File: src/rtl/uart_ctrl_pkg.sv
// Shared types and constants for the UART-Lite AXI4-lite access controller.
package uart_ctrl_pkg;

  typedef enum logic [3:0] {
    IDLE, S_AR, S_R, GAP, D_AR, D_R, AW_W, B, ACK
  } state_t;

  localparam logic [31:0] RX_OFS    = 32'h0000_0000;
  localparam logic [31:0] TX_OFS    = 32'h0000_0004;
  localparam logic [31:0] STAT_OFS  = 32'h0000_0008;
  localparam logic [1:0]  RESP_OKAY = 2'b00;

endpackage

File: src/rtl/uart_ctrl_if.sv
// AXI4-lite channel bundle between the UART controller (master) and the peripheral (slave).
interface uart_ctrl_if;
  logic        awvalid;
  logic        awready;
  logic [31:0] awaddr;
  logic [2:0]  awprot;
  logic        wvalid;
  logic        wready;
  logic [31:0] wdata;
  logic [3:0]  wstrb;
  logic        bvalid;
  logic        bready;
  logic [1:0]  bresp;
  logic        arvalid;
  logic        arready;
  logic [31:0] araddr;
  logic [2:0]  arprot;
  logic        rvalid;
  logic        rready;
  logic [31:0] rdata;
  logic [1:0]  rresp;

  modport master (
    output awvalid, awaddr, awprot, wvalid, wdata, wstrb, bready,
           arvalid, araddr, arprot, rready,
    input  awready, wready, bvalid, bresp, arready, rvalid, rdata, rresp
  );

  modport slave (
    input  awvalid, awaddr, awprot, wvalid, wdata, wstrb, bready,
           arvalid, araddr, arprot, rready,
    output awready, wready, bvalid, bresp, arready, rvalid, rdata, rresp
  );
endinterface

File: src/rtl/uart_rr_arb2.sv
// Two-way round-robin arbiter; grant is one-hot {tx, rx}, pointer flips to the loser on advance.
module uart_rr_arb2 (
  input  logic       clk,
  input  logic       rst_n,
  input  logic       rx_req,
  input  logic       tx_req,
  input  logic       advance,
  output logic [1:0] grant
);

  logic prio_rx_reg;

  always_ff @(posedge clk) begin
    if (!rst_n) begin
      prio_rx_reg <= 1'b1;
    end else if (advance && (|grant)) begin
      prio_rx_reg <= grant[1];
    end
  end

  always_comb begin
    grant = 2'b00;
    if (prio_rx_reg) begin
      if (rx_req)      grant = 2'b01;
      else if (tx_req) grant = 2'b10;
    end else begin
      if (tx_req)      grant = 2'b10;
      else if (rx_req) grant = 2'b01;
    end
  end

endmodule

File: src/rtl/uart_ctrl.sv
// Schedules putc/getc clients onto the AXI4-lite path to UART-Lite: poll STAT, then move one byte.
module uart_ctrl
  import uart_ctrl_pkg::*;
#(
  parameter logic [31:0] BASE_ADDR    = 32'h4000_0000,
  parameter int          POLL_GAP     = 4,
  parameter int          RX_VALID_BIT = 0,
  parameter int          TX_FULL_BIT  = 3
) (
  input  logic        clk,
  input  logic        rst_n,
  input  logic        tx_req,
  input  logic [7:0]  tx_data,
  output logic        tx_ack,
  input  logic        rx_req,
  output logic [7:0]  rx_data,
  output logic        rx_ack,
  output logic        err,
  uart_ctrl_if.master axi
);

  localparam int GW = (POLL_GAP > 1) ? $clog2(POLL_GAP) : 1;

  state_t      state_reg, state_next;
  logic        gnt_tx_reg, gnt_tx_next;
  logic [7:0]  byte_reg, byte_next;
  logic [GW-1:0] gap_reg, gap_next;
  logic        arvalid_reg, arvalid_next;
  logic        rready_reg, rready_next;
  logic [31:0] araddr_reg, araddr_next;
  logic        awvalid_reg, awvalid_next;
  logic        wvalid_reg, wvalid_next;
  logic [31:0] wdata_reg, wdata_next;
  logic        bready_reg, bready_next;
  logic        tx_ack_reg, tx_ack_next;
  logic        rx_ack_reg, rx_ack_next;
  logic        err_reg, err_next;
  logic [7:0]  rx_data_reg, rx_data_next;
  logic        arb_adv;
  logic [1:0]  arb_gnt;
  logic        fifo_ready;
  logic        unused_rdata;

  uart_rr_arb2 u_arb (
    .clk     (clk),
    .rst_n   (rst_n),
    .rx_req  (rx_req),
    .tx_req  (tx_req),
    .advance (arb_adv),
    .grant   (arb_gnt)
  );

  assign unused_rdata = ^axi.rdata[31:8];
  assign fifo_ready   = gnt_tx_reg ? !axi.rdata[TX_FULL_BIT] : axi.rdata[RX_VALID_BIT];

  always_ff @(posedge clk) begin
    if (!rst_n) begin
      state_reg   <= IDLE;
      gnt_tx_reg  <= 1'b0;
      byte_reg    <= 8'h00;
      gap_reg     <= '0;
      arvalid_reg <= 1'b0;
      rready_reg  <= 1'b0;
      araddr_reg  <= BASE_ADDR + STAT_OFS;
      awvalid_reg <= 1'b0;
      wvalid_reg  <= 1'b0;
      wdata_reg   <= 32'h0;
      bready_reg  <= 1'b0;
      tx_ack_reg  <= 1'b0;
      rx_ack_reg  <= 1'b0;
      err_reg     <= 1'b0;
      rx_data_reg <= 8'h00;
    end else begin
      state_reg   <= state_next;
      gnt_tx_reg  <= gnt_tx_next;
      byte_reg    <= byte_next;
      gap_reg     <= gap_next;
      arvalid_reg <= arvalid_next;
      rready_reg  <= rready_next;
      araddr_reg  <= araddr_next;
      awvalid_reg <= awvalid_next;
      wvalid_reg  <= wvalid_next;
      wdata_reg   <= wdata_next;
      bready_reg  <= bready_next;
      tx_ack_reg  <= tx_ack_next;
      rx_ack_reg  <= rx_ack_next;
      err_reg     <= err_next;
      rx_data_reg <= rx_data_next;
    end
  end

  always_comb begin
    state_next   = state_reg;
    gnt_tx_next  = gnt_tx_reg;
    byte_next    = byte_reg;
    gap_next     = gap_reg;
    arvalid_next = arvalid_reg;
    rready_next  = rready_reg;
    araddr_next  = araddr_reg;
    awvalid_next = awvalid_reg;
    wvalid_next  = wvalid_reg;
    wdata_next   = wdata_reg;
    bready_next  = bready_reg;
    tx_ack_next  = 1'b0;
    rx_ack_next  = 1'b0;
    err_next     = 1'b0;
    rx_data_next = rx_data_reg;
    arb_adv      = 1'b0;

    case (state_reg)
      IDLE: begin
        if (|arb_gnt) begin
          arb_adv      = 1'b1;
          gnt_tx_next  = arb_gnt[1];
          byte_next    = tx_data;
          arvalid_next = 1'b1;
          rready_next  = 1'b1;
          araddr_next  = BASE_ADDR + STAT_OFS;
          state_next   = S_AR;
        end
      end
      S_AR: begin
        if (axi.arready) begin
          arvalid_next = 1'b0;
          state_next   = S_R;
        end
      end
      S_R: begin
        if (axi.rvalid && rready_reg) begin
          rready_next = 1'b0;
          if (axi.rresp == RESP_OKAY && fifo_ready) begin
            if (gnt_tx_reg) begin
              awvalid_next = 1'b1;
              wvalid_next  = 1'b1;
              bready_next  = 1'b1;
              wdata_next   = {24'h0, byte_reg};
              state_next   = AW_W;
            end else begin
              arvalid_next = 1'b1;
              rready_next  = 1'b1;
              araddr_next  = BASE_ADDR + RX_OFS;
              state_next   = D_AR;
            end
          end else begin
            gap_next   = GW'(POLL_GAP - 1);
            state_next = GAP;
          end
        end
      end
      // Releasing the grant here lets the other client in while this one's FIFO is not ready.
      GAP: begin
        if (gap_reg == '0) state_next = IDLE;
        else               gap_next   = gap_reg - 1'b1;
      end
      D_AR: begin
        if (axi.arready) begin
          arvalid_next = 1'b0;
          state_next   = D_R;
        end
      end
      D_R: begin
        if (axi.rvalid && rready_reg) begin
          rready_next  = 1'b0;
          rx_data_next = axi.rdata[7:0];
          rx_ack_next  = 1'b1;
          err_next     = (axi.rresp != RESP_OKAY);
          state_next   = ACK;
        end
      end
      AW_W: begin
        if (axi.awready) awvalid_next = 1'b0;
        if (axi.wready)  wvalid_next  = 1'b0;
        if ((!awvalid_reg || axi.awready) && (!wvalid_reg || axi.wready)) state_next = B;
      end
      B: begin
        if (axi.bvalid && bready_reg) begin
          bready_next = 1'b0;
          tx_ack_next = 1'b1;
          err_next    = (axi.bresp != RESP_OKAY);
          state_next  = ACK;
        end
      end
      ACK:     state_next = IDLE;
      default: state_next = IDLE;
    endcase
  end

  assign axi.awvalid = awvalid_reg;
  assign axi.awaddr  = BASE_ADDR + TX_OFS;
  assign axi.awprot  = 3'b000;
  assign axi.wvalid  = wvalid_reg;
  assign axi.wdata   = wdata_reg;
  assign axi.wstrb   = 4'b0001;
  assign axi.bready  = bready_reg;
  assign axi.arvalid = arvalid_reg;
  assign axi.araddr  = araddr_reg;
  assign axi.arprot  = 3'b000;
  assign axi.rready  = rready_reg;
  assign tx_ack      = tx_ack_reg;
  assign rx_ack      = rx_ack_reg;
  assign err         = err_reg;
  assign rx_data     = rx_data_reg;

endmodule

File: src/flat_wrapper.sv
// flat-port wrapper written by rule: the top's interface ports become plain ports
module uart_ctrl_flat import uart_ctrl_pkg::*;
#(
  parameter logic [31:0] BASE_ADDR    = 32'h4000_0000,
  parameter int          POLL_GAP     = 4,
  parameter int          RX_VALID_BIT = 0,
  parameter int          TX_FULL_BIT  = 3
)
  (clk, rst_n, tx_req, tx_data, tx_ack, rx_req, rx_data, rx_ack, err, axi_awvalid, axi_awaddr, axi_awprot, axi_wvalid, axi_wdata, axi_wstrb, axi_bready, axi_arvalid, axi_araddr, axi_arprot, axi_rready, axi_awready, axi_wready, axi_bvalid, axi_bresp, axi_arready, axi_rvalid, axi_rdata, axi_rresp);
  uart_ctrl_if axi_i ();
  input  logic clk;
  input  logic rst_n;
  input  logic tx_req;
  input  logic [7:0] tx_data;
  output logic tx_ack;
  input  logic rx_req;
  output logic [7:0] rx_data;
  output logic rx_ack;
  output logic err;
  output wire logic [$bits(axi_i.awvalid)-1:0] axi_awvalid;
  output wire logic [$bits(axi_i.awaddr)-1:0] axi_awaddr;
  output wire logic [$bits(axi_i.awprot)-1:0] axi_awprot;
  output wire logic [$bits(axi_i.wvalid)-1:0] axi_wvalid;
  output wire logic [$bits(axi_i.wdata)-1:0] axi_wdata;
  output wire logic [$bits(axi_i.wstrb)-1:0] axi_wstrb;
  output wire logic [$bits(axi_i.bready)-1:0] axi_bready;
  output wire logic [$bits(axi_i.arvalid)-1:0] axi_arvalid;
  output wire logic [$bits(axi_i.araddr)-1:0] axi_araddr;
  output wire logic [$bits(axi_i.arprot)-1:0] axi_arprot;
  output wire logic [$bits(axi_i.rready)-1:0] axi_rready;
  input wire logic [$bits(axi_i.awready)-1:0] axi_awready;
  input wire logic [$bits(axi_i.wready)-1:0] axi_wready;
  input wire logic [$bits(axi_i.bvalid)-1:0] axi_bvalid;
  input wire logic [$bits(axi_i.bresp)-1:0] axi_bresp;
  input wire logic [$bits(axi_i.arready)-1:0] axi_arready;
  input wire logic [$bits(axi_i.rvalid)-1:0] axi_rvalid;
  input wire logic [$bits(axi_i.rdata)-1:0] axi_rdata;
  input wire logic [$bits(axi_i.rresp)-1:0] axi_rresp;
  assign axi_awvalid = axi_i.awvalid;
  assign axi_awaddr = axi_i.awaddr;
  assign axi_awprot = axi_i.awprot;
  assign axi_wvalid = axi_i.wvalid;
  assign axi_wdata = axi_i.wdata;
  assign axi_wstrb = axi_i.wstrb;
  assign axi_bready = axi_i.bready;
  assign axi_arvalid = axi_i.arvalid;
  assign axi_araddr = axi_i.araddr;
  assign axi_arprot = axi_i.arprot;
  assign axi_rready = axi_i.rready;
  assign axi_i.awready = axi_awready;
  assign axi_i.wready = axi_wready;
  assign axi_i.bvalid = axi_bvalid;
  assign axi_i.bresp = axi_bresp;
  assign axi_i.arready = axi_arready;
  assign axi_i.rvalid = axi_rvalid;
  assign axi_i.rdata = axi_rdata;
  assign axi_i.rresp = axi_rresp;
  uart_ctrl #(.BASE_ADDR(BASE_ADDR), .POLL_GAP(POLL_GAP), .RX_VALID_BIT(RX_VALID_BIT), .TX_FULL_BIT(TX_FULL_BIT)) u_core (.clk(clk), .rst_n(rst_n), .tx_req(tx_req), .tx_data(tx_data), .tx_ack(tx_ack), .rx_req(rx_req), .rx_data(rx_data), .rx_ack(rx_ack), .err(err), .axi(axi_i));
endmodule
File: config.mk
export PLATFORM = sky130hd
export DESIGN_NAME = uart_ctrl_flat
export DESIGN_NICKNAME = d
export VERILOG_FILES = /design/src/rtl/uart_ctrl_pkg.sv /design/src/rtl/uart_ctrl_if.sv /design/src/rtl/uart_rr_arb2.sv /design/src/rtl/uart_ctrl.sv /design/src/flat_wrapper.sv
export SDC_FILE = /design/constraint.sdc
export NUM_CORES = 1
export LEC_CHECK = 0
export BUFFER_PORTS_ARGS = -buffer_cell sky130_fd_sc_hd__buf_2
export CAP_MARGIN = 40
export CORE_UTILIZATION = 43
export CTS_BUF_LIST = sky130_fd_sc_hd__clkbuf_8
export DETAILED_ROUTE_END_ITERATION = 8
export PLACE_DENSITY = 0.88
export SYNTH_ARGS = -nofsm -noshare
export SYNTH_HDL_FRONTEND = slang
export SYNTH_SLANG_ARGS = --single-unit
File: constraint.sdc
create_clock -name clk -period 1.8 [get_ports clk]
set_input_delay 0.18 -clock clk [delete_from_list [all_inputs] [get_ports clk]]
set_output_delay 0.18 -clock clk [all_outputs]
set_load 0.05 [all_outputs]
# Yosys cells after proc, flatten, opt, wreduce, memory -nomap -nowiden
# Cells that the tools add are included.
# word_totals
ff_bits,72
in_bits,53
elab_cells,129
# op_classes
n_addsub,1
eq_ne,23
n_mux,53
reduce_logical,36
# ops
operator,count
$mux W32,4
$pmux W32 S2,1
$mux W4,8
$pmux W4 S8,1
$mux W1,23
$reduce_and A5 Y1,4
$ne A2 B1 Y1 const B,9
$eq A4 B3 Y1 const B,4
$mux W2,8
$ne A2 B2 Y1 const B,7
$reduce_and A4 Y1,3
$reduce_bool A2 Y1,6
$eq A4 B2 Y1 const B,2
$pmux W1 S2,4
$reduce_and A2 Y1,4
$reduce_and A8 Y1,1
$pmux W1 S3,2
$reduce_and A6 Y1,1
$reduce_bool A3 Y1,2
$logic_and A1 B1 Y1,5
$eq A4 B1 Y1 const B,1
$logic_not A2 Y1,2
$logic_not A4 Y1,1
$pmux W2 S2,1
other kinds (5),9

# Logic depth before layout (Yosys ltp)
# depth
ltp_word,7
mapped_depth,6
ltp_nobuf,5

# Modules after synthesis
# From an unflattened synthesis, not the netlist that was laid out.
# hier_totals
cells_unflattened,302
area_unflattened_um2,2523.7
# by_module_without_submodules
module,instances,cells_each,area_per_inst_um2,seq_area_each_um2
uart_ctrl,1,295,2464.9,800.8
uart_rr_arb2,1,7,58.8,20.0

# Least setup slack after synthesis
# Ideal clock, no wire load.
# synth_path
path_kind,reg2reg
startpoint,register u_core.rready_reg (netlist: u_core.axi.rready)
endpoint,register u_core.state_reg[0]
setup_time_ns,0.120
arrival_ns,1.769
path_slack_ns,-0.090
stages_incl_launch_ff,6
path_buffers,1
synth_period_minus_slack_ns,1.890
cell_sequence,dfxtp_1 and2_1 clkbuf_1 o32ai_1 a2111o_2 mux2i_1
# synth_via
elab_chain_len,3
# synth_lines
element,line_no,text
"start, declared",uart_ctrl.sv:29,"logic rready_reg, rready_next;"
"start signal, assigned",uart_ctrl.sv:79,rready_reg <= rready_next;
$logic_and A1 B1 Y1 (*),"uart_ctrl.sv:129, uart_ctrl.sv:162",
$ne A2 B1 Y1 (no source line),--,
$reduce_and A8 Y1 (no source line) (*),--,
"end signal, assigned",uart_ctrl.sv:74,state_reg <= state_next;
"end, declared",uart_ctrl.sv:24,"state_t state_reg, state_next;"
# Mark *: on every way between the ends. The rest lies on a longest branch, timed or not.
# A chain may end at the register's enable or synchronous reset.

# Worst setup path after layout
# layout_path
startpoint,register u_core.state_reg[0]
endpoint,register u_core.state_reg[2]
# layout_via
elab_chain_len,3
# layout_lines
element,line_no,text
"$eq A4 B3 Y1, or another cell as far along",uart_ctrl.sv:110,case (state_reg)
$ne A2 B1 Y1 (no source line) / $ne A2 B2 Y1 (equally long branches),--,
$reduce_and A8 Y1 (no source line),--,
# Parallel ways exist; a longest one is shown, timed or not.

==> results.toml <==
[clock_tree]
clk-insertion-delay-late_ns = 0.29
postCtsHoldBufs = 0
cts_h_tree_depth = 2
post-cts-setup-buffers = 0
clk_path_buf_depth = 2
numCtsBuffers = 5
ctsResizeCount = 0
cts_tree = "yes"
clockRootBuffer = "sky130_fd_sc_hd__clkbuf_8"
numClockSinks = 41
clkSlewWorstSetupHoldPaths_ns = 0.08

[critical_path]
critical_path.cell_chain = "nor4_2, a22oi_1, o21ai_2, a2111o_2, mux2i_1"
cp_slowest_cell = "sky130_fd_sc_hd__dfxtp_1"
cp_num_buf_inv = 0
regToRegEndpoint = "u_core.state_reg[2]"
worstSetupPathDepth = 5
crit_path_max_incr_delay_ns = 0.51
setup.reg_to_reg.worst_slack_ns = 0.12
critical_path.reg2reg.startpoint = "u_core.state_reg[0]"
worst_path_dominant_cell_family = "compound AO/OA/AOI/OAI gates"
path_max_fanout = 7
cp-end-kind = "flop"
crit_start_category = "flop"
critical_path_arrival_ns = 1.86
worstRegToRegCells = 5
crit_required_ns = 1.98
path_class = "reg -> reg"

[routing]
vias_per_cell = 4.377
count_of_antenna_violating_nets_left_after_detailed_routing = 0
total_detailed_routing_wirelength_um = 4823
first_iter_violations = 57
first_pass_iters = 4
wl_per_cell_um = 10.69
detail_route.drc_violations = 0
vias = 1974

[pwr]
internal-power_uw = 1934
clock_share_of_power_pct = 22.9
peakVddDrop_uv = 557.8
power-per-cell-area_nw_per_um2 = 1226
reported_leakage_power_uw = 0.001375
p_sw_uw = 1446
p_seq_share_pct = 33.9
power.switching_fraction_pct = 42.79
pwr-share-comb_pct = 43.2

[die]
die_w_um = 79.35
die-area_um2 = 6296
core_um2 = 5642
initial_core_util_pct = 45.60
die-height_um = 79.35
floorplan.io_pins = 175
std_cell_rows = 27

[global_routing]
grt_util_all_layers_pct = 16.02
overflow = 0
grt_pass1_wl_um = 7824
maximum_number_of_pins_on_one_net_before_global_route_repair = 33
initial_antenna_violation_count = 0
vias_in_the_first_global_route = 1724

[yosys]
post_synth.cell_area_avg_um2 = 8.245
synthDistinctLibCells = 47
synth-edff-count = 0
synth_top_area_cell = "sky130_fd_sc_hd__dfxtp_1"
synthesis.yosys.warnings = 0
synth_top_cells_by_area = "sky130_fd_sc_hd__dfxtp_1 32%, sky130_fd_sc_hd__buf_4 29%, sky130_fd_sc_hd__nand2_1 6.9%, sky130_fd_sc_hd__a21oi_1 4.5%, sky130_fd_sc_hd__mux2i_1 4.3%"
synth-async-reset-ratio_pct = 0
synth.cell_area_um2 = 2572
synth.yosys.seq_area_share_pct = 31.91
yosys_most_used_dff = "sky130_fd_sc_hd__dfxtp_1"
netlist_instances = 312
number_of_storage_elements_in_the_synthesis_netlist = 41
post-synth-top-area-fraction_pct = 31.91

[sta]
max_freq_ghz = 0.5970
hold_viol = 0
finalSetupTns_ns = 0
worst_clock_skew_ns = 0.007305
fin_crit_ns = 1.675
period_share_pct = 93.06
maxSlewViolCount = 0
setup_repair_after_global_routing_missed_its_margin = "false"
finalSetupViolations = 0

[place]
post-dp-hpwl_um = 3848
numPortBuffers = 53
dp_cells = 443
routabilityCongestion = 0.8774

[min_path]
hold-path-endpoint = "u_core.rx_data[6]"
worst_hold_path.num_cells = 3
hold_path_startpoint = "axi_rdata[6]"
timing.hold.worst.class = "in -> reg"

[cells_and_area]
layout-area-overhead-vs-synth_pct = 7.198
layout.cells.non_filler = 451
antenna_cells_inserted = 0
post_layout_nets = 432
fraction_of_final_layout_cells_with_drive_strength_greater_than_1_pct = 25.59

[status]
outcome = "completed"

[job]
max_cap_violations = 0
## how the worst max path moves through the flow
stage                              from                   to  slack, ns
floorplan             u_core.axi.rready  u_core.state_reg[0]       0.09
CTS                 u_core.state_reg[2]  u_core.state_reg[2]       0.02
finish              u_core.state_reg[0]  u_core.state_reg[2]       0.12
global placement    u_core.state_reg[2]  u_core.state_reg[1]       0.11
detailed placement  u_core.state_reg[2]  u_core.state_reg[2]       0.04
global route        u_core.state_reg[0]  u_core.state_reg[1]       0.01
## cell usage after synthesis (2+ instances only)
master / n
sky130_fd_sc_hd__buf_4: 98
sky130_fd_sc_hd__nand2_1: 47
sky130_fd_sc_hd__dfxtp_1: 41
sky130_fd_sc_hd__a21oi_1: 23
sky130_fd_sc_hd__nor2_1: 21
sky130_fd_sc_hd__mux2i_1: 11
sky130_fd_sc_hd__inv_1: 7
sky130_fd_sc_hd__nor3_1: 7
sky130_fd_sc_hd__clkbuf_1: 5
sky130_fd_sc_hd__nand3_1: 4
sky130_fd_sc_hd__a211oi_1: 2
sky130_fd_sc_hd__a22oi_1: 2
sky130_fd_sc_hd__a31oi_1: 2
sky130_fd_sc_hd__buf_2: 2
sky130_fd_sc_hd__buf_6: 2
sky130_fd_sc_hd__conb_1: 2
sky130_fd_sc_hd__nand2b_1: 2
sky130_fd_sc_hd__nor2b_1: 2
sky130_fd_sc_hd__nor4_2: 2
sky130_fd_sc_hd__o21ai_1: 2
sky130_fd_sc_hd__o21ai_2: 2
## cell families after synthesis
| kind of cell | count (synthesis) | share of synthesized area, % |
|---|---|---|
| AND/OR/NAND/NOR | 97 | 18.63 |
| flip-flops | 41 | 31.91 |
| other | 2 | 0.2919 |
| multiplexers | 11 | 4.280 |
| adder cells (fa/ha/maj) | 1 | 0.4863 |
| AO/OA/AOI/OAI | 45 | 12.45 |
| XOR/XNOR | 1 | 0.3405 |
| buffers and inverters | 114 | 31.62 |
## power groups by stage
stage | sequential, µW | clock (µW) | combinational, µW
4_1_cts | 1140 | 786 | 1460
5_1_grt | 1160 | 832 | 1590
6_report | 1150 | 773 | 1460
3_5_place_dp | 1160 | 0 | 1460
2_1_floorplan | 1240 | 0 | 1230
3_3_place_gp | 1150 | 0 | 1420
## per-stage QoR
step	cell area [µm²]	hold slack, ns	util, %	worst slack, ns	total power, µW
global placement	2634	0.4207	46.68	0.1144	2576
floorplan	2930	0.3160	-	0.09312	2462
CTS	2754	0.1112	48.81	0.02355	3388
global route	2758	0.1080	48.88	0.01477	3581
detailed placement	2634	0.4268	46.68	0.03644	2621
finish	2758	0.1166	48.88	0.1249	3380
## tightest hold or removal path: stages
cell and delay, ns:
sky130_fd_sc_hd__buf_2 0.09, sky130_fd_sc_hd__nand2_1 0.04, sky130_fd_sc_hd__a21oi_1 0.05
## cell type report
| class | instances | area [µm²] |
|---|---|---|
| clock buffers | 6 | 82.58 |
| repair buffers | 71 | 400.4 |
| clock inverters | 2 | 37.54 |
| inverters | 7 | 26.28 |
| fillers | 564 | 2884 |
| well taps | 72 | 90.09 |
| flip-flops and latches | 41 | 825.8 |
| multi-input cells | 252 | 1295 |
## metal layers
metal | track usage [%] | wire length, µm | share of wire [%]
met5 | 0 | 0 | 0
met4 | 6.909 | 67 | 1.4
met3 | 4.598 | 381 | 7.9
met2 | 26.55 | 2361 | 49
met1 | 19.18 | 2013 | 42
## layout by cell type, fill, tap and decap left out, types with 6 or more instances in the layout
cell type	Yosys	final
sky130_fd_sc_hd__nor2_1	21	21
sky130_fd_sc_hd__clkbuf_8	0	6
sky130_fd_sc_hd__conb_1	2	97
sky130_fd_sc_hd__nor3_1	7	7
sky130_fd_sc_hd__dfxtp_1	41	37
sky130_fd_sc_hd__a21oi_1	23	23
sky130_fd_sc_hd__mux2i_1	11	11
sky130_fd_sc_hd__nand2_1	47	47
sky130_fd_sc_hd__buf_2	2	53
sky130_fd_sc_hd__inv_1	7	7
sky130_fd_sc_hd__buf_4	98	18
No activity file was read; power rests on OpenSTA's default activity.
